**src/rtl/lemmings_pkg.sv**
```systemverilog
// Shared definitions for the Lemmings walker environment: terrain FSM state
// encoding and the default parameter set used by the terrain model and benches.
package lemmings_pkg;

  typedef enum logic [1:0] {
    ST_WALK = 2'd0,
    ST_FALL = 2'd1,
    ST_DEAD = 2'd2
  } lem_state_e;

  localparam int unsigned DEF_WIDTH       = 16;
  localparam int unsigned DEF_POS_W       = 4;
  localparam int unsigned DEF_START_POS   = 4;
  localparam int unsigned DEF_STEP_CYCLES = 2;
  localparam int unsigned DEF_HOLE_DEPTH  = 12;
  localparam int unsigned DEF_DIG_CYCLES  = 4;
  localparam int unsigned DEF_DIG_DEPTH   = 3;

endpackage

```
**src/rtl/lemmings_step_tick.sv**
```systemverilog
// Walking step divider: counts 0..STEP_CYCLES-1 while enabled and flags the
// wrap cycle.
// Ports:
//   sys_clk, sys_rst_n : clock, synchronous active-low reset
//   clr                : synchronous counter clear (wins over en)
//   en                 : count enable
//   tick_c             : combinational, high in the cycle the counter wraps
module lemmings_step_tick #(
  parameter int unsigned STEP_CYCLES = 2
) (
  input  logic sys_clk,
  input  logic sys_rst_n,
  input  logic clr,
  input  logic en,
  output logic tick_c
);

  localparam int unsigned CNT_W = (STEP_CYCLES > 1) ? $clog2(STEP_CYCLES) : 1;

  logic [CNT_W-1:0] cnt_q;

  assign tick_c = en && !clr && (cnt_q == CNT_W'(STEP_CYCLES - 1));

  // Step counter
  always_ff @(posedge sys_clk) begin
    if (!sys_rst_n || clr) begin
      cnt_q <= '0;
    end else if (en) begin
      cnt_q <= tick_c ? '0 : cnt_q + CNT_W'(1);
    end
  end

endmodule

```
**src/rtl/lemmings_terrain.sv**
```systemverilog
// Terrain/environment model for the walking lemming. Holds a 1-D ground map,
// tracks position and fall depth, and closes the loop with the walker by
// turning its walk/aaah/digging outputs into bump/ground/dig inputs.
// Ports:
//   sys_clk, sys_rst_n          : clock, synchronous active-low reset
//   map_load, map_in            : load a ground bitmap (1 = solid, 0 = hole)
//   dig_req                     : player dig command
//   walk_left, walk_right,
//   aaah, digging               : walker outputs
//   bump_left, bump_right       : wall-bump pulses to the walker
//   ground                      : ground present under the lemming
//   dig                         : dig command to the walker
//   pos                         : current cell
//   dead                        : sticky splat indicator
module lemmings_terrain
  import lemmings_pkg::*;
#(
  parameter int unsigned WIDTH       = DEF_WIDTH,
  parameter int unsigned POS_W       = DEF_POS_W,
  parameter int unsigned START_POS   = DEF_START_POS,
  parameter int unsigned STEP_CYCLES = DEF_STEP_CYCLES,
  parameter int unsigned HOLE_DEPTH  = DEF_HOLE_DEPTH,
  parameter int unsigned DIG_CYCLES  = DEF_DIG_CYCLES,
  parameter int unsigned DIG_DEPTH   = DEF_DIG_DEPTH
) (
  input  logic             sys_clk,
  input  logic             sys_rst_n,
  input  logic             map_load,
  input  logic [WIDTH-1:0] map_in,
  input  logic             dig_req,
  input  logic             walk_left,
  input  logic             walk_right,
  input  logic             aaah,
  input  logic             digging,
  output logic             bump_left,
  output logic             bump_right,
  output logic             ground,
  output logic             dig,
  output logic [POS_W-1:0] pos,
  output logic             dead
);

  localparam int unsigned FALL_MAX  = (HOLE_DEPTH > DIG_DEPTH) ? HOLE_DEPTH : DIG_DEPTH;
  localparam int unsigned FALL_W    = $clog2(FALL_MAX + 1);
  localparam int unsigned DIG_CNT_W = $clog2(DIG_CYCLES + 1);

  lem_state_e           state_q, state_d;
  logic [WIDTH-1:0]     map_q, map_d;
  logic [FALL_W-1:0]    fall_cnt_q, fall_cnt_d;
  logic [FALL_W-1:0]    fall_len_q, fall_len_d;
  logic [DIG_CNT_W-1:0] dig_cnt_q, dig_cnt_d;
  logic                 idle_q, idle_d;
  logic [POS_W-1:0]     pos_d;
  logic                 ground_d, bump_l_d, bump_r_d, dig_d, dead_d;
  logic                 step_en, step_tick_c;

  // Steps only advance while walking on solid ground and not digging
  assign step_en = (state_q == ST_WALK) && (walk_left || walk_right) && !digging;

  lemmings_step_tick #(
    .STEP_CYCLES(STEP_CYCLES)
  ) u_step_tick (
    .sys_clk  (sys_clk),
    .sys_rst_n(sys_rst_n),
    .clr      (!step_en),
    .en       (step_en),
    .tick_c   (step_tick_c)
  );

  // Next-state and output logic
  always_comb begin
    state_d    = state_q;
    map_d      = map_q;
    fall_cnt_d = fall_cnt_q;
    fall_len_d = fall_len_q;
    dig_cnt_d  = dig_cnt_q;
    idle_d     = 1'b0;
    pos_d      = pos;
    ground_d   = ground;
    bump_l_d   = 1'b0;
    bump_r_d   = 1'b0;
    dead_d     = dead;

    case (state_q)
      ST_WALK: begin
        if (digging) begin
          // Breakthrough on the edge that closes the DIG_CYCLES-th digging cycle
          if (dig_cnt_q == DIG_CNT_W'(DIG_CYCLES - 1)) begin
            map_d[pos] = 1'b0;
            ground_d   = 1'b0;
            fall_len_d = FALL_W'(DIG_DEPTH);
            fall_cnt_d = '0;
            dig_cnt_d  = '0;
            state_d    = ST_FALL;
          end else begin
            dig_cnt_d = dig_cnt_q + DIG_CNT_W'(1);
          end
        end else begin
          dig_cnt_d = '0;
          // Both directions at once is illegal from the walker: no move, no bump
          if (step_tick_c && walk_right && !walk_left) begin
            if (pos == POS_W'(WIDTH - 1)) bump_r_d = 1'b1;
            else                          pos_d    = pos + POS_W'(1);
          end else if (step_tick_c && walk_left && !walk_right) begin
            if (pos == '0) bump_l_d = 1'b1;
            else           pos_d    = pos - POS_W'(1);
          end
          if ((pos_d != pos) && !map_q[pos_d]) begin
            ground_d   = 1'b0;
            fall_len_d = FALL_W'(HOLE_DEPTH);
            fall_cnt_d = '0;
            state_d    = ST_FALL;
          end
          // A splatted walker drives all outputs low; two such cycles mean death
          idle_d = ground && !(walk_left || walk_right || aaah);
          if (idle_d && idle_q) begin
            dead_d  = 1'b1;
            state_d = ST_DEAD;
          end
        end
        if (map_load) begin
          map_d        = map_in;
          map_d[pos_d] = 1'b1;
        end
      end

      ST_FALL: begin
        if (fall_cnt_q == fall_len_q - FALL_W'(1)) begin
          // Landing: the cell now holds the floor the lemming stands on
          ground_d   = 1'b1;
          map_d[pos] = 1'b1;
          fall_cnt_d = '0;
          state_d    = ST_WALK;
        end else begin
          fall_cnt_d = fall_cnt_q + FALL_W'(1);
        end
      end

      ST_DEAD: begin
        ground_d = 1'b1;
        if (map_load) begin
          map_d      = map_in;
          map_d[pos] = 1'b1;
        end
      end

      default: begin
        state_d = ST_WALK;
      end
    endcase

    // Dig is only forwarded while the lemming stays walking
    dig_d = dig_req && (state_q == ST_WALK) && (state_d == ST_WALK);
  end

  // State and output registers
  always_ff @(posedge sys_clk) begin
    if (!sys_rst_n) begin
      state_q    <= ST_WALK;
      map_q      <= '1;
      fall_cnt_q <= '0;
      fall_len_q <= '0;
      dig_cnt_q  <= '0;
      idle_q     <= 1'b0;
      pos        <= POS_W'(START_POS);
      ground     <= 1'b1;
      bump_left  <= 1'b0;
      bump_right <= 1'b0;
      dig        <= 1'b0;
      dead       <= 1'b0;
    end else begin
      state_q    <= state_d;
      map_q      <= map_d;
      fall_cnt_q <= fall_cnt_d;
      fall_len_q <= fall_len_d;
      dig_cnt_q  <= dig_cnt_d;
      idle_q     <= idle_d;
      pos        <= pos_d;
      ground     <= ground_d;
      bump_left  <= bump_l_d;
      bump_right <= bump_r_d;
      dig        <= dig_d;
      dead       <= dead_d;
    end
  end

endmodule
```
**config.mk**
```make
export PLATFORM = sky130hd
export DESIGN_NAME = lemmings_terrain
export DESIGN_NICKNAME = d
export VERILOG_FILES = /design/src/rtl/lemmings_pkg.sv /design/src/rtl/lemmings_step_tick.sv /design/src/rtl/lemmings_terrain.sv
export SDC_FILE = /design/constraint.sdc
export NUM_CORES = 1
export LEC_CHECK = 0
export CORE_MARGIN = 4
export CORE_UTILIZATION = 50
export DETAILED_ROUTE_END_ITERATION = 16
export PLACE_DENSITY_LB_ADDON = 0.3
export SYNTH_ARGS = -nofsm -noshare
export SYNTH_HDL_FRONTEND = slang
export SYNTH_SLANG_ARGS = --single-unit
```
**constraint.sdc**
```tcl
create_clock -name sys_clk -period 4.3 [get_ports sys_clk]
set_clock_uncertainty 0.1 [all_clocks]
set_input_delay 0.86 -clock sys_clk [delete_from_list [all_inputs] [get_ports sys_clk]]
set_output_delay 0.86 -clock sys_clk [all_outputs]
set_load 0.01 [all_outputs]
```
Yosys cells after proc, flatten, opt, wreduce, memory -nomap -nowiden
Cells that the tools add are included.
{"block": "op_classes", "n_addsub": 6, "order_cmp": 5, "n_eq_ne": 13, "mux": 44, "n_bitwise": 10, "reduce_logical": 38}
{"cell": "$mux W16", "n": 5}
{"cell": "$mux W4", "n": 15}
{"cell": "$or A16 B16 Y16", "n": 3}
{"cell": "$pmux W16 S3", "n": 1}
{"cell": "$and A16 B16 Y16", "n": 1}
{"cell": "$not A16 Y16", "n": 1}
{"cell": "$lt A4 B5 Y1 const B", "n": 3}
{"cell": "$logic_and A1 B1 Y1", "n": 14}
{"cell": "$mux W1", "n": 10}
{"cell": "$mux W2", "n": 5}
{"cell": "$ne A3 B2 Y1 const B", "n": 3}
{"cell": "$reduce_and A3 Y1", "n": 3}
{"cell": "$add A4 B1 Y4 const B", "n": 2}
{"cell": "$demux W1 S4", "n": 2}
{"cell": "$ge A4 B1 Y1 const B", "n": 2}
{"cell": "$pmux W4 S2", "n": 1}
{"cell": "$sub A4 B1 Y4 const B", "n": 2}
{"cell": "$logic_not A1 Y1", "n": 7}
{"cell": "$mux W3", "n": 2}
{"cell": "$pmux W2 S3", "n": 1}
{"cell": "$not A1 Y1", "n": 5}
{"cell": "$reduce_and A5 Y1", "n": 1}
{"cell": "$reduce_or A5 Y1", "n": 1}
{"cell": "$bmux W1 S4", "n": 1}
{"cell": "20 further kinds", "n": 25}
{"block": "word_totals", "ff_bits": 40, "in_bits": 24, "out_inout_bits": 9, "wordCells": 129}

Longest topological paths before layout
Gate-level depths: netlist (run 1).
{"block": "logic_depth", "word_depth": 20, "mapped_depth": 14, "ltp_nobuf": 12}

Modules after synthesis
Synthesis (run 1) repeated with hierarchy kept, for this count alone.
{"block": "unflattened", "cells_unflattened": 398, "hier_area_um2": 2987.9}
{"mod": "lemmings_terrain", "instances": 1, "cells_each": 393, "area_each_um2": 2939.1, "seq_area_each_um2": 740.7}
{"mod": "lemmings_step_tick", "instances": 1, "cells_each": 5, "area_each_um2": 48.8, "seq_area_each_um2": 20.0}

Worst setup path after synthesis (run 1)
No wires, ideal clock.
{"block": "synth_timing", "path_kind": "input -> register", "startpoint": "input digging", "endpoint": "register fall_cnt_q[2]", "setup_time_ps": 117, "t_arrival_ps": 3114, "required_time_ps": 4083, "slack_ps": 969, "path_stages": 12, "path_buffers": 3, "cell_sequence": "buf_2 -> and3b_1 -> buf_4 -> nand3_1 -> a21oi_1 -> a311o_1 -> clkbuf_1 -> nand2_1 -> o32a_4 -> a31oi_4 -> o21ai_2 -> a32o_1"}
{"block": "synth_between", "elab_chain_len": 15, "word_cells_on_any_way": 21, "classes_between": "eq/ne (3); mux (8); reduce/logical (10)"}
{"element": "from (decl)", "line": "lemmings_terrain.sv:34", "rtl": "input logic digging,"}
{"element": "$logic_not A1 Y1", "line": "lemmings_terrain.sv:58", "rtl": "assign step_en = (state_q == ST_WALK) && (walk_left || walk_right) && !digging;"}
{"element": "$logic_and A1 B1 Y1", "line": "lemmings_terrain.sv:58"}
{"element": "$logic_and A1 B1 Y1", "line": "lemmings_step_tick.sv:22", "rtl": "assign tick_c = en && !clr && (cnt_q == CNT_W'(STEP_CYCLES - 1));"}
{"element": "$logic_and A1 B1 Y1 (2 in a row)", "line": "lemmings_terrain.sv:104", "rtl": "end else if (step_tick_c && walk_left && !walk_right) begin"}
{"element": "$mux W4", "line": "lemmings_terrain.sv:104"}
{"element": "$mux W4", "line": "lemmings_terrain.sv:101", "rtl": "if (step_tick_c && walk_right && !walk_left) begin"}
{"element": "$mux W4", "line": "lemmings_terrain.sv:86", "rtl": "if (digging) begin"}
{"element": "$mux W4", "line": "lemmings_terrain.sv:84", "rtl": "case (state_q)"}
{"element": "$bmux W1 S4", "line": "lemmings_terrain.sv:108", "rtl": "if ((pos_d != pos) && !map_q[pos_d]) begin"}
{"element": "$mux W1 (implied by the code)", "line": "lemmings_terrain.sv:108"}
{"element": "$logic_not A1 Y1", "line": "lemmings_terrain.sv:108"}
{"element": "$logic_and A1 B1 Y1", "line": "lemmings_terrain.sv:108"}
{"element": "$ne A3 B2 Y1 (no source line)"}
{"element": "$reduce_and A3 Y1 (no source line)"}
{"element": "to (signal assigned)", "line": "lemmings_terrain.sv:174", "rtl": "fall_cnt_q <= fall_cnt_d;"}
{"element": "to (decl)", "line": "lemmings_terrain.sv:49", "rtl": "logic [FALL_W-1:0] fall_cnt_q, fall_cnt_d;"}
Several ways; a longest one is shown, not always the timed one. The select of a mux whose other input is x is not followed.
A chain may end at the register's enable or synchronous reset.

Worst setup path in the final report (run 1)
{"block": "layout_timing", "startpoint": "input walk_right", "endpoint": "register fall_cnt_q[2]"}
{"block": "layout_between", "elab_chain_len": 16, "word_cells_on_any_way": 20, "classes_between": "eq/ne (2); mux (6); reduce/logical (12)"}
{"element": "from (decl)", "line": "lemmings_terrain.sv:32", "rtl": "input logic walk_right,"}
{"element": "$logic_or A1 B1 Y1", "line": "lemmings_terrain.sv:58"}
{"element": "$logic_and A1 B1 Y1 (2 in a row)", "line": "lemmings_terrain.sv:58"}
{"element": "$logic_and A1 B1 Y1", "line": "lemmings_step_tick.sv:22"}
{"element": "$logic_and A1 B1 Y1 (2 in a row)", "line": "lemmings_terrain.sv:104"}
{"element": "$mux W4", "line": "lemmings_terrain.sv:104"}
{"element": "$mux W4 *", "line": "lemmings_terrain.sv:101"}
{"element": "$mux W4 *", "line": "lemmings_terrain.sv:86"}
{"element": "$mux W4 *", "line": "lemmings_terrain.sv:84"}
{"element": "$bmux W1 S4", "line": "lemmings_terrain.sv:108"}
{"element": "$mux W1 (implied by the code)", "line": "lemmings_terrain.sv:108"}
{"element": "$logic_not A1 Y1", "line": "lemmings_terrain.sv:108"}
{"element": "$logic_and A1 B1 Y1 *", "line": "lemmings_terrain.sv:108"}
{"element": "$ne A3 B2 Y1 (no source line) *"}
{"element": "$reduce_and A3 Y1 (no source line) *"}
Mark *: on every way between the ends. The rest lies on a longest branch, timed or not. The select of a mux whose other input is x is not followed.

==> impl_results.md, run 1 <==
* PwrDens at 277 nW/um^2
* Share of cells above drive strength 1 at 7.52%
* Synth Warn # at 0
* Main synth FF type: dfxtp_1
* Final Hold Fails at 0
* Initial drt markers at 276
* Met1 Wirelength at 3350 um
* Register-to-Register Path Depth at 12
* Seq/Total Area, Yosys at 26.9%
* Vias in the first global route at 2660
* Nets at 434
* Hold Path Stages at 2
* CTS tree: yes
* Area occupied by multi-input gates at 1910 um^2
* CTS max path bufs at 2
* Number of vias per cell at 6.06
* Die Height at 83.2 um
* Top Metal Used: met4
* Post-route minimum period at 3.89 ns
* Die area at 6910 um^2
* Slew headroom at 27.2%
* Layout Cells excl Fill at 471
* GRT Util Overall at 22.0%
* Clock sinks at 38
* Antenna cells at 0
* Clock Pin Slew Worst Setup and Hold Paths at 0.08 ns
* Crit path launch type: primary input
* TritonRoute pass-1 iters at 5
* Placed inst area at 3190 um^2
* Max_cap viols at 0
* Routed wire length at 7560 um
* Met3 Routed Length at 357 um
* Total grt overflow at 0
* Hold bufs inserted after CTS at 0
* Critical Path RT at 4.39 ns
* Leakage at 1.22 nW
* Area delta synth->final at 16.9%
* Fillers at 489
* Avg WL per Cell at 16.1 um
* Placed insts at 463
* Crit path top cell by count: mux2i_1
* Largest net degree at the start of global routing at 34
* Worst-path cell chain: clkdlybuf4s50_1 > nor2b_1 > a22o_4 > nand2_8 > xnor2_4 > mux2i_1 > mux2i_1 > o32a_4 > a31oi_4 > o21ai_2 > a32o_1
* RePlAce Congestion at 0.895
* Worst Path Arrival at 3.99 ns
* CP endpoint kind: register
* Die X at 83.2 um
* Post-cts sizing count at 0
* First-pass GRT wire length at 12600 um
* Max Fclk at 257 MHz
* Post-layout util at 59.9%
* Final period util at 90.5%
* Synth cell types at 53
* Ys async rst share at 0%
* IO Pins at 33
* Drt drc at 0
* Yosys reg bits at 38
* DRT antenna net count at 0
* Slew at the pin closest to its max-slew limit at 1.09 ns
* RSZ-0062 raised after global routing: no
* CP max FO at 15
* Met2 wire length at 3720 um
* Final slew viol count at 0
* Storage element area at 761 um^2
* Post-Syn Area per Cell at 7.51 um^2
* Core area at 5510 um^2
* Setup TNS at 0 ns
* Number of antenna violations at the first check in global routing at 0
* CP peak stage delay at 0.60 ns
* Row count at 27
* Outcome: finished, final reports clean
* Initial Util at 51.3%
* Htree depth at 2
* Placed wire-length estimate at 5370 um
* Peak supply drop at 163 uV
* Syn Nets at 412
* Cell area after synthesis at 2820 um^2
* Post-synth EDFFs at 0
* Final setup vio count at 0
* Hold Crit Class: reg2reg
* Clock buffer count from CTS at 5
* Insertion delay to the later sink of the worst-skew pair at 0.31 ns
* Port Buffer Count at 32
* Final instance area at 3300 um^2
* Kind of critical path: in2reg
* Critical path's slowest cell: clkdlybuf4s50_1
* Post-Syn Instances at 376
* Via Count at 2855
* Root Buffer: clkbuf_8
* Post-CTS Setup Inserts at 0
## cells in the final DEF, fill, tap and decap left out, types with 3 or more instances in the layout
cell,count
and3_1,3
nor3_1,6
nor4_1,15
dfxtp_1,38
buf_4,9
nand2_1,50
inv_1,8
nand3_1,31
mux2i_1,25
nand4_1,4
ha_1,12
clkbuf_8,5
nor2_1,17
o21ai_0,64
nor2b_1,6
clkdlybuf4s50_1,32
nand2b_1,3
a21oi_1,20
a31oi_1,5
## flip-flops by register name, indices dropped and copies added, names as in the netlist
name and count:
map_q 16, fall_cnt_q 4, pos 4, dig_cnt_q 3, fall_len_q 2, state_q 2
bump_left 1, bump_right 1, dead 1, dig 1, ground 1, idle_q 1
u_step_tick.cnt_q 1
## logic make-up after synthesis
group,count (synthesis),synth area share [%]
xor gates and xnor gates,5,2.48
muxes,26,9.26
AOI/OAI and AO/OA,114,24.7
DFF,38,26.9
buffers and inverters,35,5.41
and+or+nand+nor,146,25.9
adders and majority gates,12,5.32
## layout make-up
class | instances | area share (%)
multi-input cells | 303 | 58.0
flip-flops and latches | 38 | 23.0
repair buffers | 41 | 11.8
well taps | 72 | 2.73
clock buffers | 5 | 2.08
clock inverters | 3 | 1.36
inverters | 9 | 1.02
## cells in the mapped netlist, types with 2 or more instances
cell type / number / area share (%)
ha_1: 12 / 5.3
nand4_1: 4 / 0.89
o21ai_1: 3 / 0.53
dfxtp_1: 38 / 27
nand3_1: 31 / 5.5
nor3_1: 6 / 1.1
o21ai_0: 64 / 11
and3_1: 3 / 0.66
a32oi_1: 2 / 0.62
a21oi_1: 20 / 3.5
and2_1: 2 / 0.44
nor2b_1: 6 / 1.3
nor2_1: 17 / 2.3
nand2_1: 50 / 6.6
nor4_1: 15 / 3.3
xor2_1: 2 / 0.62
mux2i_1: 25 / 8.9
and3b_1: 2 / 0.62
a31oi_1: 5 / 1.1
clkbuf_1: 16 / 2.1
a311o_1: 2 / 0.71
a31o_2: 2 / 0.62
buf_2: 8 / 1.4
a32o_1: 2 / 0.71
inv_1: 8 / 1.1
nand2b_1: 3 / 0.66
o211ai_1: 2 / 0.53
## report_power, final
part,internal [W],total [W],switching [W]
Clock,0.000173,0.000316,0.000144
Sequential,0.000371,0.000394,0.0000225
Combinational,0.0000914,0.000204,0.000113
Total,0.000635,0.000914,0.000279
## per-layer routing
layer,GRT usage [%],vias to the layer above
met5,0,-
met4,7.88,0
met3,4.17,12
met2,38.3,87
met1,27.0,1342
li1,-,1414
## stage by stage
stage | total power (W) | hold slack [ns] | setup slack (ns)
floorplan | 0.000535 | 0.307 | 0.969
global placement | 0.000597 | 0.321 | 0.299
detailed placement | 0.000603 | 0.330 | 0.132
CTS | 0.000918 | 0.345 | 0.439
global route | 0.000962 | 0.353 | 0.260
finish | 0.000914 | 0.340 | 0.407
## worst max-delay path, delay by kind of cell
kind	cells	cell delay, ns
simple gates	2	0.45
mux	2	0.39
buf+inv	1	0.60
xor+xnor	1	0.46
compound gates	5	1.23
## worst paths after layout
check | start | end | slack, ns
hold reg to reg | dig_cnt_q[2]$_SDFFE_PN0N_ | dig_cnt_q[2]$_SDFFE_PN0N_ | 0.34
setup / recovery | walk_right | fall_cnt_q[2]$_SDFFE_PN0P_ | 0.41
setup reg to reg | pos[0]$_SDFFE_PN0N_ | fall_cnt_q[2]$_SDFFE_PN0P_ | 0.50
hold / removal | dig_cnt_q[2]$_SDFFE_PN0N_ | dig_cnt_q[2]$_SDFFE_PN0N_ | 0.34
Note: power is estimated with default switching activity, not from simulation.
==> inputs of run 2 (changes only) <==
--- a/config.mk
+++ b/config.mk
@@ -5,6 +5,7 @@
 export SDC_FILE = /design/constraint.sdc
 export NUM_CORES = 1
 export LEC_CHECK = 0
+export ABC_AREA = 1
 export CORE_MARGIN = 4
 export CORE_UTILIZATION = 50
 export DETAILED_ROUTE_END_ITERATION = 16
==> impl_results.md, run 2 <==
* Die X at 83.9 um
* Hold Crit Class: reg2reg
* Nets at 512
* Reg-to-reg endpoint: map_q[11]$_SDFFE_PN1P_
* Main synth FF type: dfxtp_1
* Vias in the first global route at 2981
* CTS max path bufs at 2
* Max FFs per register at 16
* Final period util at 67.4%
* Most common cell in the netlist: nand2_1
* Via Count at 3135
* Syn Nets at 485
* Initial drt markers at 203
* Biggest regs: map_q (16), fall_cnt_q (4), pos (4)
* Root Buffer: clkbuf_8
* Post-synth EDFFs at 0
* Setup WS post-layout at 1.40 ns
* Comb power frac at 26.5%
* Most frequent cells in the layout: nand2_1 (82), inv_1 (53), nor2_1 (52), a21oi_1 (45)
* Worst Path Arrival at 3.03 ns
* Core area at 5540 um^2
* IO Pins at 33
* CP endpoint kind: register
* Crit path launch type: primary input
* RePlAce Congestion at 0.973
* Area fraction of the dominant cell type after synthesis at 26.4%
* Leakage at 1.43 nW
* Drt drc at 0
* Critical Path RT at 4.43 ns
* Share of cells above drive strength 1 at 8.39%
* Post-cts sizing count at 0
* DRT antenna net count at 0
* TritonRoute pass-1 iters at 7
* GRT Util Overall at 24.0%
* RSZ-0062 raised after global routing: no
* First-pass GRT wire length at 14000 um
* Synth area leader: dfxtp_1
* Post-layout util at 60.5%
* Die area at 7040 um^2
* Clock buffer count from CTS at 5
* Placed insts at 541
* Synth area leaders: dfxtp_1 (26%), nand2_1 (11%), a21oi_1 (7.8%), inv_1 (6.9%), nor2_1 (6.8%)
* Clock sinks at 38
* Clock Pin Slew Worst Setup and Hold Paths at 0.07 ns
* Placed wire-length estimate at 6170 um
* Synth Warn # at 0
* Post-Syn Area per Cell at 6.41 um^2
* Reg power frac at 43.9%
* Cell Int Power at 0.000595 W
* Post-CTS Setup Inserts at 0
* Row count at 27
* Seq/Total Area, Yosys at 26.4%
* Ys async rst share at 0%
* Post-route minimum period at 2.90 ns
* Slew headroom at 68.8%
* Hold slack at 0.377 ns
* Clock share of power at 29.6%
* Worst r2r src: pos[0]$_SDFFE_PN0N_
* Pre-CTS WS at 1.15 ns
* Switching power at 0.000292 W
* Total grt overflow at 0
* Port Buffer Count at 32
* Synth cell count leaders: nand2_1 (82), inv_1 (53), nor2_1 (52)
* Synth cell types at 36
* PwrDens at 265 nW/um^2
* Hold bufs inserted after CTS at 0
* Final Hold Fails at 0
* Outcome: finished, final reports clean
* Yosys reg bits at 38
* Insertion delay to the later sink of the worst-skew pair at 0.30 ns
* Kind of critical path: in2reg
* Number of vias per cell at 5.71
* Biggest register: map_q
* Avg WL per Cell at 15.0 um
* Final setup vio count at 0
* Max Fclk at 345 MHz
* Routed wire length at 8230 um
* Antenna cells at 0
* CTS tree: yes
* Peak supply drop at 121 uV
* Cell area after synthesis at 2880 um^2
* Crit path capture: map_q[11]$_SDFFE_PN1P_
* Htree depth at 2
* Initial Util at 52.0%
* Most common cell after layout, fill and taps aside: nand2_1
* Post-Syn Instances at 449
* FF-to-FF setup slack at 1.54 ns
* Area delta synth->final at 16.3%
* Register-to-Register Path Depth at 13
* Number of antenna violations at the first check in global routing at 0
* Switch share at 32.9%
* Hold Path Stages at 2
* CP startpoint: digging
* Fillers at 532
* Final slew viol count at 0
* Max_cap viols at 0
* Slew at the pin closest to its max-slew limit at 0.467 ns
* Layout Cells excl Fill at 549
* Largest net degree at the start of global routing at 34
* Setup TNS at 0 ns
* CP max FO at 6
* Die Height at 83.9 um
==> run 2: through the flow <==
step	total power [W]	cell area, um^2
final	0.000887	3350
after global routing	0.000935	3350
after global placement	0.000627	3260
after CTS	0.000892	3350
after detailed placement	0.000630	3260
after floorplan	0.000555	2880
==> run 2: worst min-delay path by stage <==
stage                          startpoint                    endpoint  slack, ns
2_1_floorplan  fall_len_q[2]$_SDFFE_PN0P_  fall_len_q[2]$_SDFFE_PN0P_       0.34
3_3_place_gp            dead$_SDFFE_PN0P_           dead$_SDFFE_PN0P_       0.35
3_5_place_dp            dead$_SDFFE_PN0P_           dead$_SDFFE_PN0P_       0.37
4_1_cts         dig_cnt_q[2]$_SDFFE_PN0N_   dig_cnt_q[2]$_SDFFE_PN0N_       0.38
5_1_grt         dig_cnt_q[0]$_SDFFE_PN0N_   dig_cnt_q[0]$_SDFFE_PN0N_       0.40
6_report                dead$_SDFFE_PN0P_           dead$_SDFFE_PN0P_       0.38
==> run 2: cell families (layout without fill, tap and decap cells) <==
family / count (synthesis) / count (layout) / share of synthesized area, %
AO/OA/AOI/OAI: 113 / 113 / 22.6
XOR/XNOR: 6 / 6 / 1.83
adder cells (fa/ha/maj): 12 / 12 / 5.21
buffers and inverters: 74 / 102 / 9.82
flip-flops: 38 / 38 / 26.4
AND/OR/NAND/NOR: 206 / 206 / 34.2
==> run 2: area by class of cell <==
class                      instances  area [um^2]  area share (%)
clock buffer                       7         86.3            2.58
timing repair buffer              37          358            10.7
inverter                          57          214            6.39
clock inverter                     1         5.00           0.149
multi-input combinational        337         1840            54.8
tap                               72         90.1            2.69
sequential                        38          761            22.7
==> run 2: power by group through the flow <==
stage	Combinational (W)	Clock (W)	Sequential (W)
2_1_floorplan	0.000161	0	0.000394
3_3_place_gp	0.000230	0	0.000397
3_5_place_dp	0.000232	0	0.000397
4_1_cts	0.000234	0.000269	0.000389
5_1_grt	0.000264	0.000279	0.000393
6_report	0.000235	0.000262	0.000390
==> run 2: critical path: stages <==
cell	delay [ns]
clkdlybuf4s50_1	0.47
inv_1	0.12
nand3_4	0.10
nor2_4	0.17
inv_2	0.08
o21ai_2	0.28
inv_1	0.15
nor2_1	0.34
a21oi_1	0.12
o21ai_0	0.19
nor2_1	0.06
o21ai_1	0.11
==> run 2: metal layers <==
metal | share of wire [%] | global-route usage [%] | up-vias
met3 | 5.9 | 4.15 | 28
met1 | 42 | 28.4 | 1437
li1 | - | - | 1551
met2 | 49 | 42.4 | 119
met5 | 0 | 0 | -
met4 | 3.4 | 9.94 | 0
